File: config.mk
export PLATFORM = sky130hd
export DESIGN_NAME = mc_control_unit
export DESIGN_NICKNAME = d
export VERILOG_FILES = /design/src/rtl/mc_control_unit.sv
export SDC_FILE = /design/constraint.sdc
export NUM_CORES = 1
export LEC_CHECK = 0
export ABC_AREA = 1
export CAP_MARGIN = 5
export CELL_PAD_IN_SITES_DETAIL_PLACEMENT = 1
export CELL_PAD_IN_SITES_GLOBAL_PLACEMENT = 1
export CORE_MARGIN = 2
export CORE_UTILIZATION = 32
export DETAILED_ROUTE_END_ITERATION = 10
export PLACE_DENSITY_LB_ADDON = 0.1
export SLEW_MARGIN = 20
export SYNTH_ARGS = -nofsm -noshare
export SYNTH_HDL_FRONTEND = slang
export SYNTH_SLANG_ARGS = --single-unit
File: constraint.sdc
create_clock -name clk -period 5.25 [get_ports clk]
set_clock_uncertainty 0.2 [all_clocks]
set_input_delay 1.575 -clock clk [delete_from_list [all_inputs] [get_ports clk]]
set_output_delay 1.575 -clock clk [all_outputs]
set_load 0.05 [all_outputs]
File: src/rtl/mc_control_unit.sv
// mc_control_unit
// Multi-cycle MIPS control FSM. It sequences each instruction through
// fetch / decode / execute / memory / writeback. The memory port uses a
// req/ack handshake with a bounded wait. A timeout parks the FSM in a sticky
// FAULT state. An unsupported opcode raises a one-cycle `illegal` pulse in
// DECODE and is then retired as a NOP.
//
// Optional feature: define MC_CTRL_BNE_EN to decode bne (opcode 000101)
// into BRANCH with branch_ne=1. Without it, 000101 is illegal and branch_ne
// is tied to 0.
//
// Parameters
//   MAX_WAIT : un-acknowledged cycles tolerated after a request's first cycle
//   WAIT_W   : wait counter width, 2**WAIT_W > MAX_WAIT
// Ports
//   clk, rst_n         : clock (rising edge), async active-low reset
//   opcode[5:0]        : IR[31:26], valid from DECODE onward
//   mem_ack            : memory completes the current request this cycle
//   mem_req, mem_we, i_or_d, ir_write, pc_write, pc_write_cond, branch_ne,
//   pc_src, reg_write, reg_dst, mem_to_reg, alu_src_a, alu_src_b, alu_op,
//   arith              : datapath controls (Moore on state/op_q, plus mem_ack)
//   illegal            : unsupported opcode pulse (DECODE)
//   fault              : memory timeout, sticky until reset
//   state[3:0]         : current state, debug
module mc_control_unit #(
    parameter int MAX_WAIT = 15,
    parameter int WAIT_W   = 4
) (
    input  logic       clk,
    input  logic       rst_n,
    input  logic [5:0] opcode,
    input  logic       mem_ack,
    output logic       mem_req,
    output logic       mem_we,
    output logic       i_or_d,
    output logic       ir_write,
    output logic       pc_write,
    output logic       pc_write_cond,
    output logic       branch_ne,
    output logic [1:0] pc_src,
    output logic       reg_write,
    output logic [1:0] reg_dst,
    output logic [1:0] mem_to_reg,
    output logic       alu_src_a,
    output logic [1:0] alu_src_b,
    output logic [2:0] alu_op,
    output logic       arith,
    output logic       illegal,
    output logic       fault,
    output logic [3:0] state
);

    typedef enum logic [3:0] {
        IDLE   = 4'd0,
        FETCH  = 4'd1,
        DECODE = 4'd2,
        EXEC_R = 4'd3,
        WB_R   = 4'd4,
        EXEC_I = 4'd5,
        WB_I   = 4'd6,
        ADDR   = 4'd7,
        MEM_RD = 4'd8,
        WB_MEM = 4'd9,
        MEM_WR = 4'd10,
        BRANCH = 4'd11,
        JUMP   = 4'd12,
        FAULT  = 4'd15
    } state_t;

    localparam logic [5:0] OP_RTYPE = 6'b000000;
    localparam logic [5:0] OP_ADDI  = 6'b001000;
    localparam logic [5:0] OP_ANDI  = 6'b001100;
    localparam logic [5:0] OP_LW    = 6'b100011;
    localparam logic [5:0] OP_SW    = 6'b101011;
    localparam logic [5:0] OP_BEQ   = 6'b000100;
    localparam logic [5:0] OP_BNE   = 6'b000101;
    localparam logic [5:0] OP_JAL   = 6'b000011;

    state_t            curState, nxtState;
    logic [5:0]        opQ;
    logic [WAIT_W-1:0] waitCnt;
    logic              inMem;
    logic              waitExpired;

    assign inMem       = (curState == FETCH) || (curState == MEM_RD) || (curState == MEM_WR);
    assign waitExpired = (waitCnt == WAIT_W'(MAX_WAIT));
    assign state       = curState;

    // The counter counts only while a request is stalled. Any other cycle
    // (an ack, a non-memory state, or the timeout itself) returns it to 0.
    // That zero is what every memory state sees on entry.
    always_ff @(posedge clk or negedge rst_n) begin
        if (!rst_n) begin
            curState <= IDLE;
            opQ      <= '0;
            waitCnt  <= '0;
        end else begin
            curState <= nxtState;
            if (curState == DECODE)
                opQ <= opcode;
            if (inMem && !mem_ack && !waitExpired)
                waitCnt <= waitCnt + WAIT_W'(1);
            else
                waitCnt <= '0;
        end
    end

    always_comb begin
        nxtState      = curState;
        mem_req       = 1'b0;
        mem_we        = 1'b0;
        i_or_d        = 1'b0;
        ir_write      = 1'b0;
        pc_write      = 1'b0;
        pc_write_cond = 1'b0;
        branch_ne     = 1'b0;
        pc_src        = 2'b00;
        reg_write     = 1'b0;
        reg_dst       = 2'b00;
        mem_to_reg    = 2'b00;
        alu_src_a     = 1'b0;
        alu_src_b     = 2'b00;
        alu_op        = 3'b000;
        arith         = 1'b0;
        illegal       = 1'b0;
        fault         = 1'b0;

        case (curState)
            IDLE: nxtState = FETCH;

            FETCH: begin
                mem_req   = 1'b1;
                alu_src_b = 2'b01;             // PC + 4
                if (mem_ack) begin
                    ir_write = 1'b1;
                    pc_write = 1'b1;
                    nxtState = DECODE;
                end else if (waitExpired) begin
                    nxtState = FAULT;
                end
            end

            DECODE: begin
                alu_src_b = 2'b11;             // speculative branch target
                case (opcode)
                    OP_RTYPE:         nxtState = EXEC_R;
                    OP_ADDI, OP_ANDI: nxtState = EXEC_I;
                    OP_LW, OP_SW:     nxtState = ADDR;
                    OP_BEQ:           nxtState = BRANCH;
`ifdef MC_CTRL_BNE_EN
                    OP_BNE:           nxtState = BRANCH;
`endif
                    OP_JAL:           nxtState = JUMP;
                    default: begin
                        illegal  = 1'b1;
                        nxtState = FETCH;
                    end
                endcase
            end

            EXEC_R: begin
                alu_src_a = 1'b1;
                alu_op    = 3'b100;
                nxtState  = WB_R;
            end

            WB_R: begin
                reg_write = 1'b1;
                reg_dst   = 2'b01;
                nxtState  = FETCH;
            end

            EXEC_I: begin
                alu_src_a = 1'b1;
                alu_src_b = 2'b10;
                if (opQ == OP_ANDI) begin
                    alu_op = 3'b011;
                end else begin
                    arith  = 1'b1;
                end
                nxtState  = WB_I;
            end

            WB_I: begin
                reg_write = 1'b1;
                nxtState  = FETCH;
            end

            ADDR: begin
                alu_src_a = 1'b1;
                alu_src_b = 2'b10;
                arith     = 1'b1;
                nxtState  = (opQ == OP_LW) ? MEM_RD : MEM_WR;
            end

            MEM_RD: begin
                mem_req = 1'b1;
                i_or_d  = 1'b1;
                if (mem_ack)          nxtState = WB_MEM;
                else if (waitExpired) nxtState = FAULT;
            end

            WB_MEM: begin
                reg_write  = 1'b1;
                mem_to_reg = 2'b01;
                nxtState   = FETCH;
            end

            MEM_WR: begin
                mem_req = 1'b1;
                mem_we  = 1'b1;
                i_or_d  = 1'b1;
                if (mem_ack)          nxtState = FETCH;
                else if (waitExpired) nxtState = FAULT;
            end

            BRANCH: begin
                alu_src_a     = 1'b1;
                alu_op        = 3'b001;
                pc_write_cond = 1'b1;
                pc_src        = 2'b01;
`ifdef MC_CTRL_BNE_EN
                branch_ne     = (opQ == OP_BNE);
`else
                branch_ne     = 1'b0;
`endif
                nxtState      = FETCH;
            end

            JUMP: begin
                reg_write  = 1'b1;
                reg_dst    = 2'b10;
                mem_to_reg = 2'b10;             // link: PC+4 into $31
                pc_write   = 1'b1;
                pc_src     = 2'b10;
                nxtState   = FETCH;
            end

            FAULT: fault = 1'b1;               // terminal until reset

            default: nxtState = IDLE;          // unused encodings recover
        endcase
    end

endmodule

==> results of run 1 <==
## worst reg2reg max path: cells and delay by family, from the launching register on
kind,cells,cell delay [ns]
compound gates,1,0.06
buf+inv,2,0.23
flops,1,0.44
simple gates,3,0.70
## registers in the layout (all words and copies together), names as in the netlist
signal   count
opQ          6
state        4
waitCnt      4
## metal layers
metal,wire [microns],GRT usage [%],vias to the layer above,share of wire [%]
met4,42,7.62,0,1.5
met2,1440,30.4,27,51
met3,84,1.30,4,3.0
li1,-,-,540,-
met5,0,0,-,0
met1,1280,22.9,510,45
## cells by family (layout without fill, tap and decap cells)
family                   Yosys count  in the layout  synth area share [%]
AND/OR/NAND/NOR                   94             94                  42.6
buffers and inverters             30             63                  13.5
flip-flops                        14             14                  35.0
AO/OA/AOI/OAI                     10             10                  5.50
XOR/XNOR                           2              2                  1.75
adder cells (fa/ha/maj)            1              1                  1.25
other                              1              1                 0.375
## power by group
group,total (mW),internal [mW],leakage [nW],switching [mW]
registers,0.108,0.108,0.143,0
logic,0.0153,0.00664,0.494,0.00869
clock network,0.0795,0.0422,0.0210,0.0374
total,0.203,0.157,0.659,0.0461
## how the worst max path moves through the flow
stage / startpoint / to / slack (ns) / cells after the start
CTS: opcode[4] / illegal / 0.65 / 6
global placement: opcode[4] / illegal / 0.72 / 6
detailed placement: opcode[4] / illegal / 0.66 / 6
floorplan: mem_ack / pc_write / 0.66 / 3
global route: opcode[4] / illegal / 0.57 / 6
finish: opcode[4] / illegal / 0.65 / 6
## cell type report
class                           instances  area share (%)
Multi-Input combinational cell        108            37.6
Sequential cell                        14            25.6
Timing Repair Buffer                   34            24.3
Inverter                               25            6.85
Tap cell                               33            3.01
Clock buffer                            4            2.65
## cell usage in the layout (no fill, tap or decap), types with 2 or more instances in the layout
master	synthesis	final
buf_4	4	3
clkbuf_4	0	3
clkdlybuf4s50_1	0	31
dfrtp_1	14	14
inv_1	21	21
inv_2	4	4
nand2_1	43	43
nand3_1	11	11
nand3b_1	2	2
nand4_1	7	7
nor2_1	22	22
nor2_4	3	3
nor3_1	2	2
o21ai_0	5	5
o21ai_1	2	2
==> summary.txt, run 1 <==
Status
  – Status: complete, no violations

Layout
  – Area occupied by multi-input gates: 515 sq um
  – Layout fillers: 400
  – Share of cells above drive strength 1: 8.65%
  – Seq. cell area: 350 sq um
  – Final Util: 45.6%
  – Post-route cell area: 1370 sq um
  – Antenna Cells: 0
  – Finished Layout Cells: 218
  – Final Net Count: 196
  – Area growth, synth to finish: 36.9%

Clocking
  – Clock Tree Buf Depth: 2
  – Worst skew pair latency: 0.28 ns
  – TritonCTS Buffers: 3
  – Clock-pin slew on the worst setup and hold paths: 0.09 ns
  – Resized Gates After CTS: 0
  – Setup bufs post-CTS: 0
  – H-tree level count: 1
  – CTS tree: yes
  – Hold_buf cts: 0
  – CTS sink count: 14
  – Root Driver: clkbuf_4

Place
  – GP Congestion: 0.803
  – Post-DP Area: 1330 sq um
  – HPWL after DPL: 2370 microns
  – Placed Cells: 214
  – Place WS: 0.663 ns
  – PortBufs: 34

Synth
  – Yosys top cell by area: dfrtp_1
  – Post-Synthesis Cell Area: 1000 sq um
  – Top post-synthesis cells by area: dfrtp_1, nand2_1, nor2_1
  – Count leader, synth: nand2_1
  – Seq/Total Area, Yosys: 35.0%
  – Netlist cell types: 25
  – Post-synthesis instance total: 152
  – Register bit total from synthesis: 14
  – Post-synth EDFFs: 0
  – Syn Nets: 162
  – Warnings from Yosys: 0
  – Mean post-synth cell area: 6.59 sq um
  – Main synth FF type: dfrtp_1
  – Most instantiated cells after synthesis: nand2_1, nor2_1, inv_1
  – Yosys top cell area share: 35.0%
  – Fraction of registers with async set/reset: 100%

Hold path
  – WHS Path Cells: 1
  – Hold Crit Endpoint: waitCnt[0]
  – Min-delay src: waitCnt[0]
  – Worst hold-check path type: reg -> reg

Global route
  – Antenna violations before repair: 0
  – Largest net degree at the start of global routing: 15
  – First-pass GRT wire length: 4860 microns
  – GRT Residual Overflow: 0
  – Vias in the first global route: 1,092
  – GRT Util Overall: 17.8%

Routing
  – Iter 0 DRT Violations: 21
  – Routed len/inst: 13.1 microns
  – Vias per Instance: 4.96
  – Detailed Routing Iterations Pass 1: 4
  – Residual DRC: 0
  – Via count: 1,081
  – Post-DRT Antenna Nets: 0
  – DRT Wirelength: 2850 microns

Setup path
  – Worst Setup End Kind: primary output
  – Slowest cell on crit path: clkdlybuf4s50_1
  – Critical path, cell by cell: clkdlybuf4s50_1 -> nor2_1 -> nand3_1 -> nand3_1 -> nor2_1 -> buf_4
  – Reg2Reg Depth: 6
  – R2R Setup Slk: 3.52 ns
  – R2r endpoint: opQ[5]
  – Type of origin of the critical path: input pin
  – CP bufs+invs: 2
  – Delay-heaviest family, CP: simple AND/OR/NAND/NOR gates
  – CP peak stage delay: 0.44 ns
  – Crit Path Class: in -> out
  – FF-to-FF Start: state[3]
  – CP arrival: 2.82 ns
  – WP data required: 3.48 ns
  – Crit Path Max Fanout: 5

STA
  – Hold_ws: 0.291 ns
  – Slew HR: 57.6%
  – Tightest Pin Transition: 0.634 ns
  – Unrepaired setup endpoints after global routing: no
  – Total negative slack: 0 ns
  – Slew Viols, Final: 0
  – Final Cycle Share: 87.6%
  – Final Hold Viols: 0
  – Final setup violation count: 0
  – Fmax: 218 MHz
  – Final Critical Period: 4.60 ns
  – Final worst slack: 0.653 ns

Floorplan
  – Number of top-level pins: 36
  – Die ar.: 3590 sq um
  – Row count: 20
  – CORE AREA: 3000 sq um
  – Initial Util: 33.3%
  – Die X: 59.9 microns
  – Die height: 59.9 microns

Pwr
  – LEAKAGE: 0.659 nW
  – Peak supply drop: 78.9 uV
  – Power per Cell Area: 148 nW/um^2
  – Design Power: 0.203 mW

Run
  – Max Cap Violations: 0
No activity file was read; power rests on OpenSTA's default activity.
==> run 2: changes to the inputs <==
--- a/config.mk
+++ b/config.mk
@@ -9,10 +9,11 @@
 export CAP_MARGIN = 5
 export CELL_PAD_IN_SITES_DETAIL_PLACEMENT = 1
 export CELL_PAD_IN_SITES_GLOBAL_PLACEMENT = 1
-export CORE_MARGIN = 2
 export CORE_UTILIZATION = 32
 export DETAILED_ROUTE_END_ITERATION = 10
+export GPL_TIMING_DRIVEN = 0
 export PLACE_DENSITY_LB_ADDON = 0.1
+export RECOVER_POWER = 50
 export SLEW_MARGIN = 20
 export SYNTH_ARGS = -nofsm -noshare
 export SYNTH_HDL_FRONTEND = slang
==> summary.txt, run 2 (synthesis results as in run 1) <==
Status
  – Status: finished, violations left
  – Violations in the final reports: DRC

Setup path
  – Critical Path Source: opcode[2]
  – Reg2Reg Depth: 6
  – Crit Path Class: in -> out
  – Type of origin of the critical path: input pin
  – Crit Path Max Fanout: 4
  – R2R Setup Slk: 3.67 ns
  – WP data required: 3.48 ns
  – CP arrival: 3.35 ns
  – CP Capture Point: illegal
  – R2r endpoint: state[2]
  – FF-to-FF Start: state[3]
  – Worst Setup End Kind: primary output

Layout
  – Layout fillers: 391
  – Most frequent cells in the layout: nand2_1, clkdlybuf4s50_1, nor2_1
  – Reg with most FFs: opQ
  – Final Util: 49.1%
  – Most common cell after layout, fill and taps aside: nand2_1
  – Share of cells above drive strength 1: 8.47%
  – Final Net Count: 201
  – Seq. cell area: 350 sq um
  – Area growth, synth to finish: 39.9%
  – Post-route cell area: 1400 sq um
  – Antenna Cells: 0
  – Area occupied by multi-input gates: 513 sq um
  – Max FFs per register: 6

Global route
  – Antenna violations before repair: 0
  – First-pass GRT wire length: 5060 microns
  – Largest net degree at the start of global routing: 15
  – Vias in the first global route: 1,146
  – GRT Util Overall: 19.4%
  – GRT Residual Overflow: 0

Routing
  – Residual DRC: 4
  – Vias per Instance: 4.91
  – Via count: 1,080
  – Routed len/inst: 12.7 microns
  – Iter 0 DRT Violations: 45
  – Post-DRT Antenna Nets: 0
  – Detailed Routing Iterations Pass 1: 7
  – DRT Wirelength: 2800 microns

Pwr
  – LEAKAGE: 0.674 nW
  – Power per Cell Area: 129 nW/um^2
  – Peak supply drop: 79.8 uV
  – Design Power: 0.181 mW

STA
  – Unrepaired setup endpoints after global routing: no
  – Fmax: 195 MHz
  – Slew Viols, Final: 0
  – Total negative slack: 0 ns
  – Final setup violation count: 0
  – Slew HR: 58.5%
  – Final Critical Period: 5.12 ns
  – Final Cycle Share: 97.6%
  – Final worst slack: 0.126 ns
  – Tightest Pin Transition: 0.620 ns
  – Final Hold Viols: 0

Place
  – GP Congestion: 0.803
  – PortBufs: 34
  – HPWL after DPL: 2390 microns
  – Place WS: 0.132 ns
  – Post-DP Area: 1380 sq um

Clocking
  – CTS sink count: 14
  – CTS tree: yes
  – Clock-pin slew on the worst setup and hold paths: 0.07 ns
  – Hold_buf cts: 0
  – H-tree level count: 1
  – Resized Gates After CTS: 0
  – Root Driver: clkbuf_4
  – Worst skew pair latency: 0.27 ns
  – Clock Tree Buf Depth: 2
  – Setup bufs post-CTS: 0
  – TritonCTS Buffers: 3

Run
  – Max Cap Violations: 0

Hold path
  – Worst hold-check path type: reg -> reg

Floorplan
  – Row count: 19
  – CORE AREA: 2850 sq um
  – Initial Util: 35.1%
  – Die height: 57.9 microns
  – Die X: 57.9 microns
  – Die ar.: 3360 sq um
  – Number of top-level pins: 36
==> run 2: changes by cell type in the layout (fill, tap and decap cells not counted) <==
cell,before,now
buf_4,3,4
buf_6,0,1
clkbuf_8,1,0
dlygate4sd3_1,0,3
nand2_1,43,44
nand2_2,1,0
==> run 2: final cells by class <==
type,count,share of cell area (%)
Buffer,5,2.95
Sequential cell,14,25.0
Tap cell,31,2.77
Multi-Input combinational cell,108,36.6
Clock buffer,3,1.61
Inverter,25,6.70
Timing Repair Buffer,34,24.3
==> run 2: stage by stage <==
| step | cells | hold WS, ns |
|---|---|---|
| detailed placement | 217 | 0.257 |
| global placement | 217 | 0.245 |
| finish | 220 | 0.269 |
| floorplan | 152 | 0.230 |
| CTS | 220 | 0.268 |
| global route | 220 | 0.294 |
==> run 2: power by group <==
group | total (mW) | switching (mW) | internal [mW]
Combinational | 0.0156 | 0.00887 | 0.00671
Clock | 0.0575 | 0.0309 | 0.0266
Sequential | 0.108 | 0 | 0.108
==> run 2: worst min path at each step <==
stage / from / slack, ns / to / cells past startpoint
detailed placement: waitCnt[0] / 0.26 / waitCnt[0] / 1
CTS: waitCnt[0] / 0.27 / waitCnt[0] / 1
finish: waitCnt[0] / 0.27 / waitCnt[0] / 1
floorplan: waitCnt[0] / 0.23 / waitCnt[0] / 1
global route: waitCnt[0] / 0.29 / waitCnt[0] / 1
global placement: waitCnt[0] / 0.24 / waitCnt[0] / 1
==> run 2: worst max-delay path, stage by stage <==
cell and delay (ns):
dlygate4sd3_1 0.58, nor2_1 0.07, nand3_1 0.13, nand3_1 0.09, nor2_1 0.09, clkdlybuf4s50_1 0.80
==> run 2: layer usage <==
layer	GRT usage, %	routed length, microns
met3	2.23	88
met2	36.1	1430
met1	23.5	1250
met5	0	0
met4	5.10	35
